<file path="config.mk">
export PLATFORM = sky130hd
export DESIGN_NAME = spi_flash_slave
export DESIGN_NICKNAME = d
export VERILOG_FILES = /design/src/rtl/spi_flash_slave.sv
export SDC_FILE = /design/constraint.sdc
export NUM_CORES = 1
export LEC_CHECK = 0
export CORE_ASPECT_RATIO = 1.4
export CORE_MARGIN = 2
export CORE_UTILIZATION = 35
export DETAILED_ROUTE_END_ITERATION = 12
export PLACE_DENSITY = 0.64
export SLEW_MARGIN = 10
export SYNTH_ARGS = -nofsm -noshare
export SYNTH_HDL_FRONTEND = slang
export SYNTH_SLANG_ARGS = --single-unit
</file>
<file path="constraint.sdc">
create_clock -name clk -period 4.5 [get_ports clk]
set_input_delay 0.9 -clock clk [delete_from_list [all_inputs] [get_ports clk]]
set_output_delay 0.9 -clock clk [all_outputs]
set_load 0.05 [all_outputs]
</file>
<file path="src/rtl/spi_flash_slave.sv">
`timescale 1ns/1ps
// spi_flash_slave
// Makes the board look like a serial NOR flash on an external SPI bus (mode 0).
// The host's command and 24-bit address are decoded. Data bytes are fetched one
// at a time through the SDRAM logical read port and shifted out on MISO.
//
// Ports
//   clk, reset          system clock, synchronous active-high reset
//   spi_clk/cs_n/mosi   raw asynchronous pins from the SPI host
//   spi_miso/_oe        MISO data and its output enable (to a gpio pad)
//   rd_addr/rd_enable   SDRAM read request (byte address, one-cycle pulse)
//   rd_data/rd_ready    SDRAM read completion (data valid on the rd_ready pulse)
//   busy                SDRAM controller busy; no request is issued while high
//   cmd/cmd_strobe      last command byte, pulsed for one clk when it updates
//   addr/addr_strobe    last address, pulsed for one clk when it completes
//   underrun            sticky: a data byte was due before SDRAM returned it
//
// Read port handshake: rd_enable is a one-cycle request, raised only on a
// cycle after busy was seen low, and it is accepted without further
// acknowledgement. Exactly one request is in flight at a time. The matching
// rd_ready is a one-cycle pulse that carries rd_data. Any completion that
// arrives after chip select was released is dropped.
module spi_flash_slave #(
  parameter logic [23:0] JEDEC_ID = 24'hEF4018,
  parameter logic [7:0]  STATUS   = 8'h00
) (
  input  logic        clk,
  input  logic        reset,
  input  logic        spi_clk,
  input  logic        spi_cs_n,
  input  logic        spi_mosi,
  output logic        spi_miso,
  output logic        spi_miso_oe,
  output logic [24:0] rd_addr,
  output logic        rd_enable,
  input  logic [7:0]  rd_data,
  input  logic        rd_ready,
  input  logic        busy,
  output logic [7:0]  cmd,
  output logic        cmd_strobe,
  output logic [23:0] addr,
  output logic        addr_strobe,
  output logic        underrun
);

  typedef enum logic [2:0] {
    S_IDLE, S_CMD, S_ADDR, S_DUMMY, S_DATA, S_JEDEC, S_STAT, S_IGNORE
  } state_t;

  state_t state;

  // Two-flop synchronizers plus the previous synchronized SPI clock.
  logic [1:0]  clk_sync;
  logic [1:0]  cs_sync;
  logic [1:0]  mosi_sync;
  logic        sclk_d;

  logic [2:0]  bit_cnt;        // rising edges seen in the current byte
  logic [1:0]  byte_cnt;       // address bytes already received
  logic        dummy_flag;
  logic [22:0] rx_sh;
  logic [7:0]  tx_sh;
  logic [1:0]  id_idx;         // next JEDEC byte; 3 means "past the ID"

  logic [23:0] rd_ptr;         // address of the next byte to request
  logic        req_pend;
  logic        rd_outstanding;
  logic        buf_valid;
  logic [7:0]  buf_data;

  logic        sclk_s;
  logic        cs_s;
  logic        mosi_s;
  logic        sclk_rise;
  logic        sclk_fall;
  logic [23:0] rx_next;
  logic        byte_done;
  logic        data_avail;
  logic [7:0]  data_byte;
  logic [7:0]  jedec_byte;
  logic [7:0]  load_byte;
  logic        tx_active;

  always_comb begin
    sclk_s    = clk_sync[1];
    cs_s      = cs_sync[1];
    mosi_s    = mosi_sync[1];
    sclk_rise = sclk_s & ~sclk_d;
    sclk_fall = ~sclk_s & sclk_d;
    rx_next   = {rx_sh, mosi_s};
    byte_done = sclk_rise && (bit_cnt == 3'd7);
    // A completion landing on the boundary cycle is used directly.
    data_avail = buf_valid | (rd_outstanding & rd_ready);
    data_byte  = buf_valid ? buf_data : rd_data;
    case (id_idx)
      2'd0:    jedec_byte = JEDEC_ID[23:16];
      2'd1:    jedec_byte = JEDEC_ID[15:8];
      2'd2:    jedec_byte = JEDEC_ID[7:0];
      default: jedec_byte = 8'hFF;
    endcase
    case (state)
      S_DATA:  load_byte = data_avail ? data_byte : 8'hFF;
      S_JEDEC: load_byte = jedec_byte;
      S_STAT:  load_byte = STATUS;
      default: load_byte = 8'hFF;
    endcase
    tx_active = (state == S_DATA) || (state == S_JEDEC) || (state == S_STAT);
  end

  always_ff @(posedge clk) begin
    if (reset) begin
      clk_sync       <= 2'b00;
      cs_sync        <= 2'b11;
      mosi_sync      <= 2'b00;
      sclk_d         <= 1'b0;
      state          <= S_IDLE;
      bit_cnt        <= 3'd0;
      byte_cnt       <= 2'd0;
      dummy_flag     <= 1'b0;
      rx_sh          <= 23'd0;
      tx_sh          <= 8'hFF;
      id_idx         <= 2'd0;
      rd_ptr         <= 24'd0;
      req_pend       <= 1'b0;
      rd_outstanding <= 1'b0;
      buf_valid      <= 1'b0;
      buf_data       <= 8'h00;
      spi_miso       <= 1'b1;
      spi_miso_oe    <= 1'b0;
      rd_addr        <= 25'd0;
      rd_enable      <= 1'b0;
      cmd            <= 8'h00;
      cmd_strobe     <= 1'b0;
      addr           <= 24'd0;
      addr_strobe    <= 1'b0;
      underrun       <= 1'b0;
    end else begin
      clk_sync    <= {clk_sync[0], spi_clk};
      cs_sync     <= {cs_sync[0], spi_cs_n};
      mosi_sync   <= {mosi_sync[0], spi_mosi};
      sclk_d      <= sclk_s;
      rd_enable   <= 1'b0;
      cmd_strobe  <= 1'b0;
      addr_strobe <= 1'b0;

      if (cs_s) begin
        // Deselected: everything in flight is abandoned, CS beats any edge.
        state          <= S_IDLE;
        spi_miso_oe    <= 1'b0;
        spi_miso       <= 1'b1;
        bit_cnt        <= 3'd0;
        byte_cnt       <= 2'd0;
        dummy_flag     <= 1'b0;
        id_idx         <= 2'd0;
        req_pend       <= 1'b0;
        rd_outstanding <= 1'b0;
        buf_valid      <= 1'b0;
      end else begin
        if (rd_outstanding && rd_ready) begin
          buf_data       <= rd_data;
          buf_valid      <= 1'b1;
          rd_outstanding <= 1'b0;
        end

        if (req_pend && !busy) begin
          rd_enable      <= 1'b1;
          rd_addr        <= {1'b0, rd_ptr};
          req_pend       <= 1'b0;
          rd_outstanding <= 1'b1;
        end

        if (sclk_rise) begin
          bit_cnt <= bit_cnt + 3'd1;
          rx_sh   <= rx_next[22:0];
        end

        case (state)
          S_IDLE: state <= S_CMD;
          S_CMD: begin
            if (byte_done) begin
              cmd        <= rx_next[7:0];
              cmd_strobe <= 1'b1;
              byte_cnt   <= 2'd0;
              id_idx     <= 2'd0;
              case (rx_next[7:0])
                8'h03: begin state <= S_ADDR;  dummy_flag <= 1'b0; end
                8'h0B: begin state <= S_ADDR;  dummy_flag <= 1'b1; end
                8'h9F: begin state <= S_JEDEC; spi_miso_oe <= 1'b1; end
                8'h05: begin state <= S_STAT;  spi_miso_oe <= 1'b1; end
                default: state <= S_IGNORE;
              endcase
            end
          end
          S_ADDR: begin
            if (byte_done) begin
              if (byte_cnt == 2'd2) begin
                addr        <= rx_next;
                addr_strobe <= 1'b1;
                rd_ptr      <= rx_next;
                req_pend    <= 1'b1;
                if (dummy_flag) begin
                  state <= S_DUMMY;
                end else begin
                  state       <= S_DATA;
                  spi_miso_oe <= 1'b1;
                end
              end else begin
                byte_cnt <= byte_cnt + 2'd1;
              end
            end
          end
          S_DUMMY: begin
            if (byte_done) begin
              state       <= S_DATA;
              spi_miso_oe <= 1'b1;
            end
          end
          default: ;
        endcase

        // Falling edge with bit_cnt==0 is the byte boundary that drives bit 7.
        if (sclk_fall && tx_active) begin
          if (bit_cnt == 3'd0) begin
            spi_miso <= load_byte[7];
            tx_sh    <= {load_byte[6:0], 1'b1};
            if (state == S_JEDEC && id_idx != 2'd3) id_idx <= id_idx + 2'd1;
            if (state == S_DATA) begin
              if (data_avail) begin
                buf_valid <= 1'b0;
                rd_ptr    <= rd_ptr + 24'd1;
                req_pend  <= 1'b1;
              end else begin
                // The pointer holds, so a read still in flight fills the
                // buffer for the next boundary.
                underrun <= 1'b1;
              end
            end
          end else begin
            spi_miso <= tx_sh[7];
            tx_sh    <= {tx_sh[6:0], 1'b1};
          end
        end
      end
    end
  end

endmodule

</file>
==> impl_metrics.json, run 1 <==
{
  "status": "complete, no violations",
  "place_congestion": 0.8904,
  "vdd_drop_max_v": 0.0002366,
  "routedWlPerCell_um": 15.10,
  "crit_required_ns": 4.84,
  "syn2layout_area_growth_pct": 22.66,
  "syn_area_per_cell_um2": 8.002,
  "cellLeakagePower_nw": 2.565,
  "fp.dieW_um": 117.3,
  "antenna_found_initial": 0,
  "die_area_mm2": 0.01907,
  "crit_path_max_fanout": 27,
  "synth_edf_count": 0,
  "clock-root-buffer": "clkbuf_16",
  "num_io_pins": 78,
  "rsz0062_at_grt": "no",
  "cts_setup_buffers": 0,
  "slew_violations": 0,
  "min_path_type": "reg -> reg",
  "port_buffers": 76,
  "criticalPathCategory": "reg -> reg",
  "maxCapViolCount": 0,
  "fin_area_mm2": 0.007715,
  "reg2reg_slack_ns": 1.77,
  "core_mm2": 0.01778,
  "period_share_pct": 60.67,
  "relSlewSlack_pct": 29.35,
  "wl_um": 16400,
  "ctsResizeCount": 0,
  "r2r_end": "rd_ptr[23]",
  "start_util_pct": 35.38,
  "utilization_pct": 43.39,
  "detail-route-antenna-nets": 0,
  "tns_ns": 0,
  "placed_cell_area_mm2": 0.007149,
  "grt_pass1_wl_um": 26170,
  "clock_path_buffers": 2,
  "cts.clk_slew.worst_paths_ns": 0.06,
  "period_minus_slack_ns": 2.730,
  "netlist_top_cells_area": "dfxtp_1 46%, nand2_1 11%, a21oi_1 8.4%, nor2_1 3.8%, o21ai_0 2.9%",
  "cts.sinks": 145,
  "diodes": 0,
  "fin_ws_ns": 1.770,
  "worstPathArrival_ns": 3.07,
  "finClkSkew_ns": 0.006341,
  "finalSetupViolCount": 0,
  "die_h_um": 162.6,
  "cts_tree": "yes",
  "postCtsHoldBufs": 0,
  "grt_pass1_vias": 5190,
  "nNetsFinal": 857,
  "p_per_area_mw_per_mm2": 350.4,
  "cts_buffers": 17,
  "ys_seq_elements": 145,
  "num_vias": 5625,
  "synthCells": 786,
  "gr-usage-all-layers_pct": 17.54,
  "n_fill_cell": 1802,
  "startpoint_type": "register",
  "drive_gt1_share_pct": 6.974,
  "drt_iter0_drc": 374,
  "rows": 58,
  "clock.fmax_mhz": 366.3,
  "grt_overflow": 0,
  "synth-main-ff-cell": "dfxtp_1",
  "yosysUniqueCellTypes": 71,
  "synth_area_leader_cell": "dfxtp_1",
  "yosys.area.top_type_share_pct": 46.15,
  "hold_viol": 0,
  "worstSetupEndpointType": "register",
  "synthArstFlopShare_pct": 0,
  "syn-cell-area_mm2": 0.006290,
  "via_per_inst": 5.180,
  "insertion_delay_ns": 0.42,
  "hpwlAfterDp_um": 11270,
  "ys_warn_count": 0,
  "r2r_cells": 5,
  "ys_seq_area_share_pct": 46.15,
  "r2r_start": "state[1]",
  "first_pass_iters": 5,
  "place_ws_ns": 1.424,
  "holdWs_ns": 0.4121,
  "route.detailed.drc": 0,
  "grt_max_degree": 76,
  "crit_start": "state[1]",
  "synthesis.nets": 810,
  "tightest_slew_ns": 1.060,
  "h-tree-depth": 4,
  "crit_path_end": "rd_ptr[23]"
}
## routing by layer
metal	vias to the layer above	part of all wire (%)	global-route usage (%)
li1	2814	-	-
met1	2644	41	20.46
met2	136	51	30.28
met3	31	4.3	3.982
met4	0	3.5	7.594
met5	-	0	0
## where the power goes
group | leakage (nW) | switching, mW | internal, mW
Sequential | 1.17 | 0.00620 | 1.29
Clock | 0.265 | 0.558 | 0.790
Combinational | 1.13 | 0.0400 | 0.0216
Total | 2.57 | 0.604 | 2.10
## cell type report
class / instances / area (µm²) / area share [%]
multi-input cells: 573 / 3098 / 40.16
clock inverters: 12 / 108.9 / 1.411
well taps: 240 / 300.3 / 3.892
flip-flops and latches: 145 / 2903 / 37.63
inverters: 16 / 60.06 / 0.7785
clock buffers: 20 / 456.7 / 5.920
repair buffers: 80 / 788.3 / 10.22
## worst max-delay path, cell delays in order (launching register included)
cell	delay, ns
dfxtp_1	0.59
nor3b_2	0.43
and4_1	0.96
nand2_1	0.27
a21boi_0	0.21
a31oi_1	0.18
## cells by family after synthesis
kind of cell               after synthesis  synth area share (%)
and+or+nand+nor                        337                 24.51
buffers and inverters                   68                 4.595
AOI/OAI and AO/OA                      206                 19.69
adders and majority gates                9                 1.790
other                                    1               0.05962
xor gates and xnor gates                 2                0.2785
muxes                                   18                 2.924
DFF                                    145                 46.15
## worst min-delay path by stage
stage,from,cells after the start,end,slack [ns]
floorplan,cs_sync[0],1,cs_sync[1],0.39
global placement,cs_sync[0],1,cs_sync[1],0.40
detailed placement,cs_sync[0],1,cs_sync[1],0.40
CTS,cs_sync[0],1,cs_sync[1],0.42
global route,cs_sync[0],1,cs_sync[1],0.43
finish,cs_sync[0],1,cs_sync[1],0.41
## metrics by stage
step,total power [mW],cells
finish,2.704,1086
global route,2.782,1086
CTS,2.728,1086
detailed placement,1.385,1054
global placement,1.385,1054
floorplan,1.360,786
## layout by cell type (no fill, tap or decap), types with 3 or more instances in the layout
cell type	Yosys	routed
inv_1	15	15
a21oi_1	105	105
o311ai_0	3	3
clkinvlp_4	0	5
o21ai_0	37	37
nor3_1	7	7
and4_1	3	3
clkdlybuf4s50_1	0	75
clkbuf_16	0	17
mux2i_1	15	15
and3_1	8	8
buf_4	3	5
ha_1	9	9
nor4_1	4	4
nand4_1	9	9
o22a_1	3	3
nor2_1	63	63
a211o_1	3	3
or2_2	3	3
nand3_1	15	15
nor2b_1	10	10
nand2_1	183	183
a221oi_1	5	5
o221a_2	3	3
a31oi_1	13	13
a211oi_1	5	5
nor3_2	3	3
clkinv_2	0	3
nand2b_1	6	6
o22ai_1	3	3
a21o_1	3	3
and2_1	5	5
dfxtp_1	145	145
## state kept, by name, indices dropped and copies added, names as in the netlist, 2 cells and up
name,flops
rd_ptr,24
state,3
cmd,8
rx_sh,23
rd_addr,24
byte_cnt,2
buf_data,8
tx_sh,7
bit_cnt,3
cs_sync,2
clk_sync,2
addr,24
mosi_sync,2
id_idx,2
## Yosys cell counts (all sizes together) (3+ instances only)
cell / number
o22ai: 3
nor3: 10
a221oi: 5
nor3b: 4
mux2: 3
nor2b: 10
nand4: 9
o221a: 5
or4: 3
and4: 3
o311ai: 3
a211oi: 5
o21ai: 38
a31oi: 13
inv: 16
dfxtp: 145
clkbuf: 35
a21oi: 106
nand3: 16
and2: 6
nor4: 5
and3: 8
o22a: 3
a21o: 3
ha: 9
nor2: 64
mux2i: 15
a211o: 3
nand2b: 6
nand2: 184
buf: 17
or2: 3
(Power assumes the default switching activity.)
==> run 2: changes to the inputs <==
==> constraint.sdc (replaced) <==
create_clock -name clk -period 2.56 [get_ports clk]
set_input_delay 0.512 -clock clk [delete_from_list [all_inputs] [get_ports clk]]
set_output_delay 0.512 -clock clk [all_outputs]
set_load 0.05 [all_outputs]
==> run 2 against run 1 <==
Die area unchanged. Non-clock buffer count up 23. Sequential power up 77%. Fmax up 25%. Flip-flop and latch count unchanged. Critical path type unchanged. Largest cell class unchanged. Largest power group unchanged. Highest routed layer unchanged.
==> impl_metrics.json, run 2 (synthesis results as in run 1) <==
{
  "status": "complete, no violations",
  "num_vias": 5714,
  "via_per_inst": 5.152,
  "crit_start": "bit_cnt[0]",
  "grt_pass1_vias": 5462,
  "cts_tree": "yes",
  "h-tree-depth": 4,
  "crit_path_cell_trace": "ha_1 -> ha_1 -> and3b_1 -> and4_1 -> buf_4 -> nand2_1 -> a31oi_1",
  "crit_path_frequent_cell": "ha_1",
  "layout_common_cells": "183 x nand2_1, 145 x dfxtp_1, 105 x a21oi_1",
  "cp.buffers_inverters": 1,
  "path_delay_family": "simple AND/OR/NAND/NOR gates",
  "criticalPathCategory": "reg -> reg",
  "holdCritStartpoint": "cs_sync[0]",
  "worstPathArrival_ns": 2.52,
  "relSlewSlack_pct": 60.91,
  "die_h_um": 162.6,
  "fin_ws_ns": 0.3797,
  "antenna_found_initial": 0,
  "r2r_cells": 7,
  "crit_path_max_fanout": 11,
  "placed_cell_area_mm2": 0.007322,
  "vdd_drop_max_v": 0.0003927,
  "slew_violations": 0,
  "hpwlAfterDp_um": 11880,
  "syn2layout_area_growth_pct": 25.16,
  "finClkSkew_ns": 0.008549,
  "port_buffers": 76,
  "clock.fmax_mhz": 458.7,
  "path_depth": 7,
  "hold_viol": 0,
  "tightest_slew_ns": 0.5818,
  "insertion_delay_ns": 0.42,
  "ctsResizeCount": 0,
  "diodes": 0,
  "cts_buffers": 17,
  "core_mm2": 0.01778,
  "cts.sinks": 145,
  "rsz0062_at_grt": "no",
  "fp.dieW_um": 117.3,
  "power_mw": 4.726,
  "die_area_mm2": 0.01907,
  "critPathMaxStageDelay_ns": 0.56,
  "r2r_start": "bit_cnt[0]",
  "detail-route-antenna-nets": 0,
  "drive_gt1_share_pct": 9.091,
  "maxCapViolCount": 0,
  "startpoint_type": "register",
  "postCtsHoldBufs": 0,
  "wl_um": 16870,
  "tns_ns": 0,
  "grt_overflow": 0,
  "dpl.cell_count": 1077,
  "holdPathStages": 1,
  "crit_required_ns": 2.90,
  "route.detailed.drc": 0,
  "start_util_pct": 35.38,
  "grt_max_degree": 56,
  "period_share_pct": 85.17,
  "worstSetupEndpointType": "register",
  "final_cells": 1109,
  "place_congestion": 0.9000,
  "num_io_pins": 78,
  "finalSetupViolCount": 0,
  "largestRegisters": "addr: 24 flops, rd_addr: 24 flops, rd_ptr: 24 flops",
  "place_ws_ns": 0.1298,
  "clock-root-buffer": "clkbuf_16",
  "clock_path_buffers": 2,
  "min_path_type": "reg -> reg",
  "fin_area_mm2": 0.007873,
  "slowest_stage": "and4_1",
  "drt_iter0_drc": 426,
  "cts_setup_buffers": 0,
  "rows": 58,
  "cellLeakagePower_nw": 2.683,
  "grt_pass1_wl_um": 27340,
  "final_common_cell": "nand2_1",
  "gr-usage-all-layers_pct": 18.25,
  "routedWlPerCell_um": 15.21,
  "nNetsFinal": 880,
  "first_pass_iters": 4,
  "cts.clk_slew.worst_paths_ns": 0.06,
  "p_per_area_mw_per_mm2": 600.3,
  "period_minus_slack_ns": 2.180
}
==> run 2: worst paths after layout <==
| kind | endpoint | slack (ns) |
|---|---|---|
| max | rd_ptr[17] | 0.38 |
| min | cs_sync[1] | 0.41 |
| max reg2reg | rd_ptr[17] | 0.38 |
| min reg2reg | cs_sync[1] | 0.41 |
==> run 2: stage by stage <==
| step | utilization (%) | hold slack, ns |
|---|---|---|
| 2_1_floorplan | - | 0.3895 |
| 3_3_place_gp | 41.18 | 0.4056 |
| 3_5_place_dp | 41.18 | 0.3995 |
| 4_1_cts | 44.28 | 0.4136 |
| 5_1_grt | 44.28 | 0.4425 |
| 6_report | 44.28 | 0.4105 |
==> run 2: cell type report <==
class	instances	area [µm²]
Tap cell	240	300.3
Fill cell	1813	9907
Timing Repair Buffer	103	960.9
Clock buffer	23	467.9
Clock inverter	9	82.58
Multi-Input combinational cell	573	3098
Inverter	16	60.06
Sequential cell	145	2903
==> run 2: power by group <==
group | total (mW) | switching (mW) | internal, mW
logic | 0.114 | 0.0734 | 0.0411
registers | 2.28 | 0.0109 | 2.27
clock network | 2.34 | 0.950 | 1.39
total | 4.73 | 1.03 | 3.69
==> run 2: metal layers <==
layer  vias up  share of wire [%]  GRT usage (%)
li1       2860                  -              -
met1      2692                 42          21.75
met2       130                 51          31.50
met3        32                4.3          3.461
met4         0                3.2          7.807
met5         -                  0              0
